$ cat src/rtl/hpdmc_dq_sequencer.sv
// SDR SDRAM DQ bus sequencer: drives tristate enables/data for write bursts, captures read beats after CAS latency.
// Latency: write beat k on dq_o one cycle after its wr_ack; read beat valid CAS_LATENCY+1 cycles after rd_start plus beat index.
// Backpressure: starts accepted only while ready=1; one turnaround cycle after each read burst. Optional HPDMC_DQ_MASK_EN adds wr_be/dqm.
`timescale 1ns/1ps
module hpdmc_dq_sequencer #(
    parameter int DW          = 16,
    parameter int BURST_LEN   = 8,
    parameter int CAS_LATENCY = 2
) (
    input  logic              sys_clk,
    input  logic              sys_rst,
    input  logic              wr_start,
    input  logic              rd_start,
    output logic              ready,
    input  logic [DW-1:0]     wr_data,
`ifdef HPDMC_DQ_MASK_EN
    input  logic [DW/8-1:0]   wr_be,
`endif
    output logic              wr_ack,
    output logic [DW-1:0]     rd_data,
    output logic              rd_valid,
    output logic              collision,
    output logic [DW-1:0]     dq_t,
    output logic [DW-1:0]     dq_o,
    input  logic [DW-1:0]     dq_i,
    output logic [DW/8-1:0]   dqm
);

    typedef enum logic [2:0] {
        S_IDLE,
        S_WRITE,
        S_RD_WAIT,
        S_READ,
        S_TURN
    } state_t;

    localparam logic [2:0] LAST_BEAT = 3'(BURST_LEN - 1);
    localparam logic [2:0] CL_LOAD   = 3'(CAS_LATENCY);

    state_t     state;
    logic [2:0] cnt;       // beat index in WRITE/READ, remaining latency in RD_WAIT
    logic       ready_q;

    assign ready = ready_q;

    // Acks the beat presented this cycle: the start beat in IDLE plus every beat but the last in WRITE.
    always_comb begin
        wr_ack = 1'b0;
        if (!sys_rst) begin
            if (state == S_IDLE)
                wr_ack = ready_q & wr_start;
            else if (state == S_WRITE)
                wr_ack = (cnt != LAST_BEAT);
        end
    end

    // Main sequencer: state, counters, and registered bus controls.
    always_ff @(posedge sys_clk) begin
        if (sys_rst) begin
            state     <= S_IDLE;
            cnt       <= 3'd0;
            ready_q   <= 1'b0;
            dq_t      <= '1;
            dq_o      <= '0;
            rd_valid  <= 1'b0;
            collision <= 1'b0;
        end else begin
            collision <= 1'b0;
            case (state)
                S_IDLE: begin
                    if (!ready_q) begin
                        // first cycle out of reset: open for business next cycle
                        ready_q <= 1'b1;
                    end else if (wr_start) begin
                        // write wins a simultaneous start; the read is dropped and flagged
                        state     <= S_WRITE;
                        cnt       <= 3'd0;
                        ready_q   <= 1'b0;
                        dq_t      <= '0;
                        dq_o      <= wr_data;
                        collision <= rd_start;
                    end else if (rd_start) begin
                        state   <= S_RD_WAIT;
                        cnt     <= CL_LOAD;
                        ready_q <= 1'b0;
                    end
                end
                S_WRITE: begin
                    if (cnt == LAST_BEAT) begin
                        // controller releases the bus before the SDRAM could drive it, so no turnaround
                        state   <= S_IDLE;
                        ready_q <= 1'b1;
                        dq_t    <= '1;
                        dq_o    <= '0;
                    end else begin
                        cnt  <= cnt + 3'd1;
                        dq_o <= wr_data;
                    end
                end
                S_RD_WAIT: begin
                    if (cnt == 3'd1) begin
                        // first beat is on dq_i now and lands in rd_data next cycle
                        state    <= S_READ;
                        cnt      <= 3'd0;
                        rd_valid <= 1'b1;
                    end else begin
                        cnt <= cnt - 3'd1;
                    end
                end
                S_READ: begin
                    if (cnt == LAST_BEAT) begin
                        state    <= S_TURN;
                        rd_valid <= 1'b0;
                    end else begin
                        cnt <= cnt + 3'd1;
                    end
                end
                S_TURN: begin
                    state   <= S_IDLE;
                    ready_q <= 1'b1;
                end
                default: begin
                    state   <= S_IDLE;
                    ready_q <= 1'b1;
                    dq_t    <= '1;
                end
            endcase
        end
    end

    // Input register on the returning data; rd_valid qualifies it.
    always_ff @(posedge sys_clk) begin
        if (sys_rst)
            rd_data <= '0;
        else
            rd_data <= dq_i;
    end

`ifdef HPDMC_DQ_MASK_EN
    // Byte mask travels with each write beat; forced high across the post-read turnaround.
    always_ff @(posedge sys_clk) begin
        if (sys_rst) begin
            dqm <= '1;
        end else begin
            case (state)
                S_IDLE:  dqm <= (ready_q && wr_start) ? ~wr_be : '0;
                S_WRITE: dqm <= (cnt == LAST_BEAT) ? '0 : ~wr_be;
                S_READ:  dqm <= (cnt == LAST_BEAT) ? '1 : '0;
                default: dqm <= '0;
            endcase
        end
    end
`else
    assign dqm = '0;
`endif

endmodule
$ cat config.mk
export PLATFORM = sky130hd
export DESIGN_NAME = hpdmc_dq_sequencer
export DESIGN_NICKNAME = d
export VERILOG_FILES = /design/src/rtl/hpdmc_dq_sequencer.sv
export SDC_FILE = /design/constraint.sdc
export NUM_CORES = 1
export LEC_CHECK = 0
export BUFFER_PORTS_ARGS = -buffer_cell sky130_fd_sc_hd__buf_2
export CORE_MARGIN = 2
export CORE_UTILIZATION = 30
export DETAILED_ROUTE_END_ITERATION = 8
export GPL_ROUTABILITY_DRIVEN = 0
export SYNTH_ARGS = -nofsm -noshare
export SYNTH_HDL_FRONTEND = slang
export SYNTH_SLANG_ARGS = --single-unit
$ cat constraint.sdc
create_clock -name sys_clk -period 3.4 [get_ports sys_clk]
set_clock_uncertainty 0.15 [all_clocks]
set_input_delay 0 -clock sys_clk [delete_from_list [all_inputs] [get_ports sys_clk]]
set_output_delay 0 -clock sys_clk [all_outputs]
set_load 0.02 [all_outputs]
### After elaboration in Yosys (flattened, before gate mapping)

Cells that the tools add are included.

| operators by class | value |
|---|---|
| eq/ne operators | 14 |
| reduce and logical (&&, ||, !) cells | 14 |
| add/sub/neg operators | 2 |
| bitwise logic cells | 6 |
| muxes and demuxes | 31 |

Operators by type and width:

| cell | count |
|---|---|
| 2-to-1 mux 16 bit | 6 |
| one-hot mux 16 bit (3 select lines) | 1 |
| one-hot mux 16 bit (2 select lines) | 1 |
| 2-to-1 mux 3 bit | 10 |
| one-hot mux 3 bit (4 select lines) | 1 |
| != test 2 bit, second input constant | 5 |
| 2-to-1 mux 1 bit | 9 |
| one-hot mux 3 bit (3 select lines) | 1 |
| AND reduction 4 bit | 2 |
| == test 3 x 1 -> 1 bit, second input constant | 2 |
| == test 3 x 2 -> 1 bit, second input constant | 2 |
| == test 3 bit, second input constant | 2 |
| != test 3 bit, second input constant | 2 |
| AND reduction 3 bit | 2 |
| inverter 1 bit | 5 |
| AND reduction 5 bit | 1 |
| nonzero test 2 bit | 2 |
| OR reduction 2 bit | 2 |
| OR reduction 4 bit | 1 |
| adder 3 x 1 -> 3 bit, second input constant | 1 |
| zero test 3 bit | 1 |
| one-hot mux 1 bit (3 select lines) | 1 |
| nonzero test 3 bit | 1 |
| OR reduction 3 bit | 1 |
| 5 further kinds | 5 |

| word-level totals | value |
|---|---|
| output and inout port bits | 54 |
| flip-flop bits (word level) | 57 |
| bits of input ports | 36 |
| logic and storage cells | 75 |

### Longest topological paths before layout

| logic depth | value |
|---|---|
| depth after elaboration | 4 |
| gate-level depth with buffers | 7 |

### Least setup slack after synthesis

Ideal clock, no wire load.

| timing | value |
|---|---|
| kind | reg-to-output |
| start point | reg cnt[0] |
| end point | out wr_ack |
| arrival | 1.720 ns |
| path slack | 1.530 ns |
| cell stages (with the launch flop) | 7 |
| data required time | 3.250 ns |
| buffers on the path | 1 |
| cells stage by stage | dfxtp_1 > ha_1 > ha_1 > nand2b_1 > a21oi_2 > buf_4 > nor2b_1 |

| between the ends | value |
|---|---|
| word-level cells in the longest chain between the ends | 4 |

RTL lines:

| item | RTL line | source |
|---|---|---|
| from (decl) | 41 | `logic [2:0] cnt;` |
| from (signal assigned) | 96 | `cnt <= cnt + 3'd1;` |
| from (signal assigned) | 107 | `cnt <= cnt - 3'd1;` |
| from (signal assigned) | 115 | `cnt <= cnt + 3'd1;` |
| != test 3 bit | 53 | `wr_ack = (cnt != LAST_BEAT);` |
| 2-to-1 mux 1 bit | 52 | `else if (state == S_WRITE)` |
| 2-to-1 mux 1 bit | 50 | `if (state == S_IDLE)` |
| 2-to-1 mux 1 bit | 49 | `if (!sys_rst) begin` |
| to (decl) | 19 | `output logic wr_ack,` |

No other way between the ends.

### Worst setup path in the final report

Ends and elaborated chain as after synthesis.

==> summary.md <==
| Metric | Value |
|---|---|
| Antenna cells | `0` |
| Arr. time, crit path | `2.28 ns` |
| Synth Area per Inst | `9.64 sq um` |
| CTS tree | `done` |
| Final period util | `about 71%` |
| Final hold violations | `0` |
| HPWL Detailed | `roughly 2500 microns` |
| Clk buf depth | `2` |
| Initial antenna violation count | `0` |
| Post-synthesis async set-or-reset flop share | `0%` |
| Synth unique cells | `38` |
| Area of the core | `0.00551 sq mm` |
| PwrDens | `478 mW/mm^2` |
| Worst slew pin tran | `roughly 0.76 ns` |
| CP cell instances | `ha_1, ha_1, nand2b_1, a21oi_2, nor2b_1, buf_2` |
| Initial Util | `31.2%` |
| IO buf count | `87` |
| Routed wire per std cell | `11.1 microns` |
| CTS buffer count | `5` |
| Vias in the first global route | `1476` |
| Synth top cells by count | `dfxtp_1, nor2_1, nor2b_1` |
| Sw frac | `a little under a third` |
| Max incr delay on CP | `0.61 ns` |
| Total vias in the final route | `1540` |
| Top Layer Used | `met4` |
| Flops & latches, synth | `42` |
| Hold Crit Class | `in2reg` |
| Max-cap viol count | `0` |
| Clk Tree Root Cell | `clkbuf_8` |
| Worst-path clk slew | `0.07 ns` |
| Die X | `between 70 and 80 microns` |
| Top-area cell type share of the netlist area | `49.0%` |
| Pre-antenna DRT Iters | `4` |
| Worst skew pair latency | `0.28 ns` |
| Die Area | `0.00634 sq mm` |
| WP data required | `3.25 ns` |
| Peak supply drop | `0.316 mV` |
| Synth warnings | `0` |
| Static Leak | `roughly 1.1 nW` |
| Max-slew violations | `0` |
| Top_reg_cell synth | `dfxtp_1` |
| Mapped Cells | `178` |
| Top-count cell post-synth | `dfxtp_1` |
| Crit Path Class | `reg2out` |
| Seq pwr share | `a little under half` |
| Largest net degree at the start of global routing | `43` |
| CTS resizes | `0` |
| First-pass GRT wire length | `6350 microns` |
| Average vias per placed instance | `roughly 4.4` |
| Met1 WL | `1810 microns` |
| Design area | `0.00249 sq mm` |
| Final Core Density | `45.3%` |
| Synth Cell Area | `between 0.0015 and 0.002 sq mm` |
| Area growth from synthesis to layout | `45.2%` |
| Post-synth EDFFs | `0` |
| Die height | `79.6 microns` |
| CTS sink count | `42` |
| Max FO, Critical Path | `17` |
| Top cell by count, worst path | `ha_1` |
| Final min period | `2.43 ns` |
| Switching Power | `0.374 mW` |
| Internal power | `0.817 mW` |
| Std cell rows | `27` |
| Met3 Routed Length | `roughly 380 microns` |
| Synth top area cells | `dfxtp_1, buf_4, a22oi_1, nor2b_1, nor2_1` |
| Area leader, netlist | `dfxtp_1` |
| Setup_tns | `0 ns` |
| Max-slew headroom | `49.5%` |
| DR WL met2 | `between 1500 and 2000 microns` |
| Routed Antenna Nets | `0` |
| DR DRC count | `0` |
| I/O pins | `90` |
| H-tree levels | `2` |
| Fmax | `approximately 410 MHz` |
| Grt ovf | `0` |
| Slowest-stage cell, CP | `a21oi_2` |
| Setup violations, final | `0` |
| RSZ-0062 raised after global routing | `false` |
| Final-stage net count | `322` |
| CP Capture Type | `primary output` |
| Post-DP Area | `0.00206 sq mm` |
| Register area share after synthesis | `49.0%` |
| Comb power frac | `27.6%` |
| Share of post-route cells with drive strength above 1 | `between 30% and 40%` |
| Status | `finished clean` |
| Overall routed net length | `3940 microns` |
| Startpoint Class | `flip-flop` |
| Clock network power share | `24.5%` |
| Tot GR Track Use | `12.6%` |
| Initial drt markers | `87` |
power by group through the flow:
| stage | Sequential [mW] | Combinational (mW) | Clock (mW) |
|---|---|---|---|
| finish | 0.571 | 0.329 | 0.291 |
| global placement | 0.580 | 0.299 | 0 |
| global route | 0.579 | 0.364 | 0.324 |
| floorplan | 0.621 | 0.197 | 0 |
| detailed placement | 0.581 | 0.301 | 0 |
| CTS | 0.570 | 0.333 | 0.312 |
critical path: cells and delay by family, from the launching register on:
family	cells	cell delay [ns]
fa+ha+maj	2	0.46
simple gates	2	0.40
compound gates	1	0.61
flops	1	0.34
buf+inv	1	0.18
worst paths after layout:
path / start / cells after the start / end / slack (ns)
worst max register to register: cnt[0] / 6 / dq_o[6] / 1.25
worst min register to register: dq_o[4] / 2 / dq_o[4] / 0.35
worst min-delay path: sys_rst / 2 / rd_data[14] / 0.13
worst max-delay path: cnt[0] / 6 / wr_ack / 0.97
routing by layer:
metal,global-route usage [%],vias to the layer above
li1,-,791
met1,15.0,681
met4,3.10,0
met5,0,-
met3,5.09,2
met2,21.0,66
what timing repair did:
item / 4_1_cts / 5_1_grt
hold buffers: 35 / 0
hold endpoints to repair: 35 / 0
buffers inserted: 0 / 0
flip-flops by register name, indices dropped and copies added (netlist names):
name,count
dq_t,1
dq_o,16
rd_valid,1
state,3
ready,1
collision,1
rd_data,16
cnt,3
layout by cell type (no fill, tap or decap):
master | Yosys | layout
a211oi_1 | 1 | 1
a21o_1 | 1 | 1
a21oi_1 | 4 | 4
a21oi_2 | 1 | 1
a221oi_1 | 1 | 1
a22oi_1 | 16 | 16
a2bb2oi_1 | 1 | 1
a31oi_1 | 1 | 1
a32oi_1 | 1 | 1
and2b_2 | 2 | 2
and4bb_2 | 1 | 1
buf_2 | 1 | 87
clkbuf_8 | 0 | 5
clkinv_2 | 0 | 2
conb_1 | 1 | 2
dfxtp_1 | 42 | 42
dlygate4sd3_1 | 0 | 35
ha_1 | 4 | 4
inv_1 | 5 | 5
nand2_1 | 4 | 4
nand2b_1 | 1 | 1
nand2b_4 | 1 | 1
nand3b_1 | 2 | 2
nand4b_1 | 1 | 1
nor2_1 | 22 | 22
nor2b_1 | 19 | 19
nor3_1 | 4 | 4
nor3b_1 | 2 | 2
o2111a_1 | 1 | 1
o21a_1 | 1 | 1
o21ai_0 | 5 | 5
o21bai_1 | 1 | 1
o22ai_2 | 1 | 1
o32a_1 | 1 | 1
or2_1 | 2 | 2
or3_1 | 2 | 2
stage by stage:
stage / instances / hold WS [ns] / total power [mW] / worst slack [ns]
global placement: 312 / 0.0620 / 0.880 / 1.28
finish: 354 / 0.126 / 1.19 / 0.975
floorplan: 179 / -0.0218 / 0.818 / 1.53
detailed placement: 312 / 0.0652 / 0.882 / 1.27
global route: 354 / 0.172 / 1.27 / 0.727
CTS: 354 / 0.129 / 1.22 / 0.907
cells by family (layout without fill, tap and decap cells):
logic type / count (synthesis) / count (layout) / share of synthesized area (%)
other cells: 1 / 2 / 0.218
flops: 42 / 42 / 49.0
fa+ha+maj: 4 / 4 / 2.92
simple gates: 63 / 63 / 20.4
buf+inv: 31 / 134 / 11.7
compound gates: 37 / 37 / 15.7
area by class of cell:
| type | count | area, sq um |
|---|---|---|
| inverters | 5 | 18.8 |
| clock inverters | 2 | 10.0 |
| flip-flops and latches | 42 | 841 |
| well taps | 72 | 90.1 |
| repair buffers | 122 | 786 |
| fillers | 530 | 3010 |
| clock buffers | 5 | 68.8 |
| multi-input cells | 106 | 678 |
Note: power is estimated with default switching activity, not from simulation.
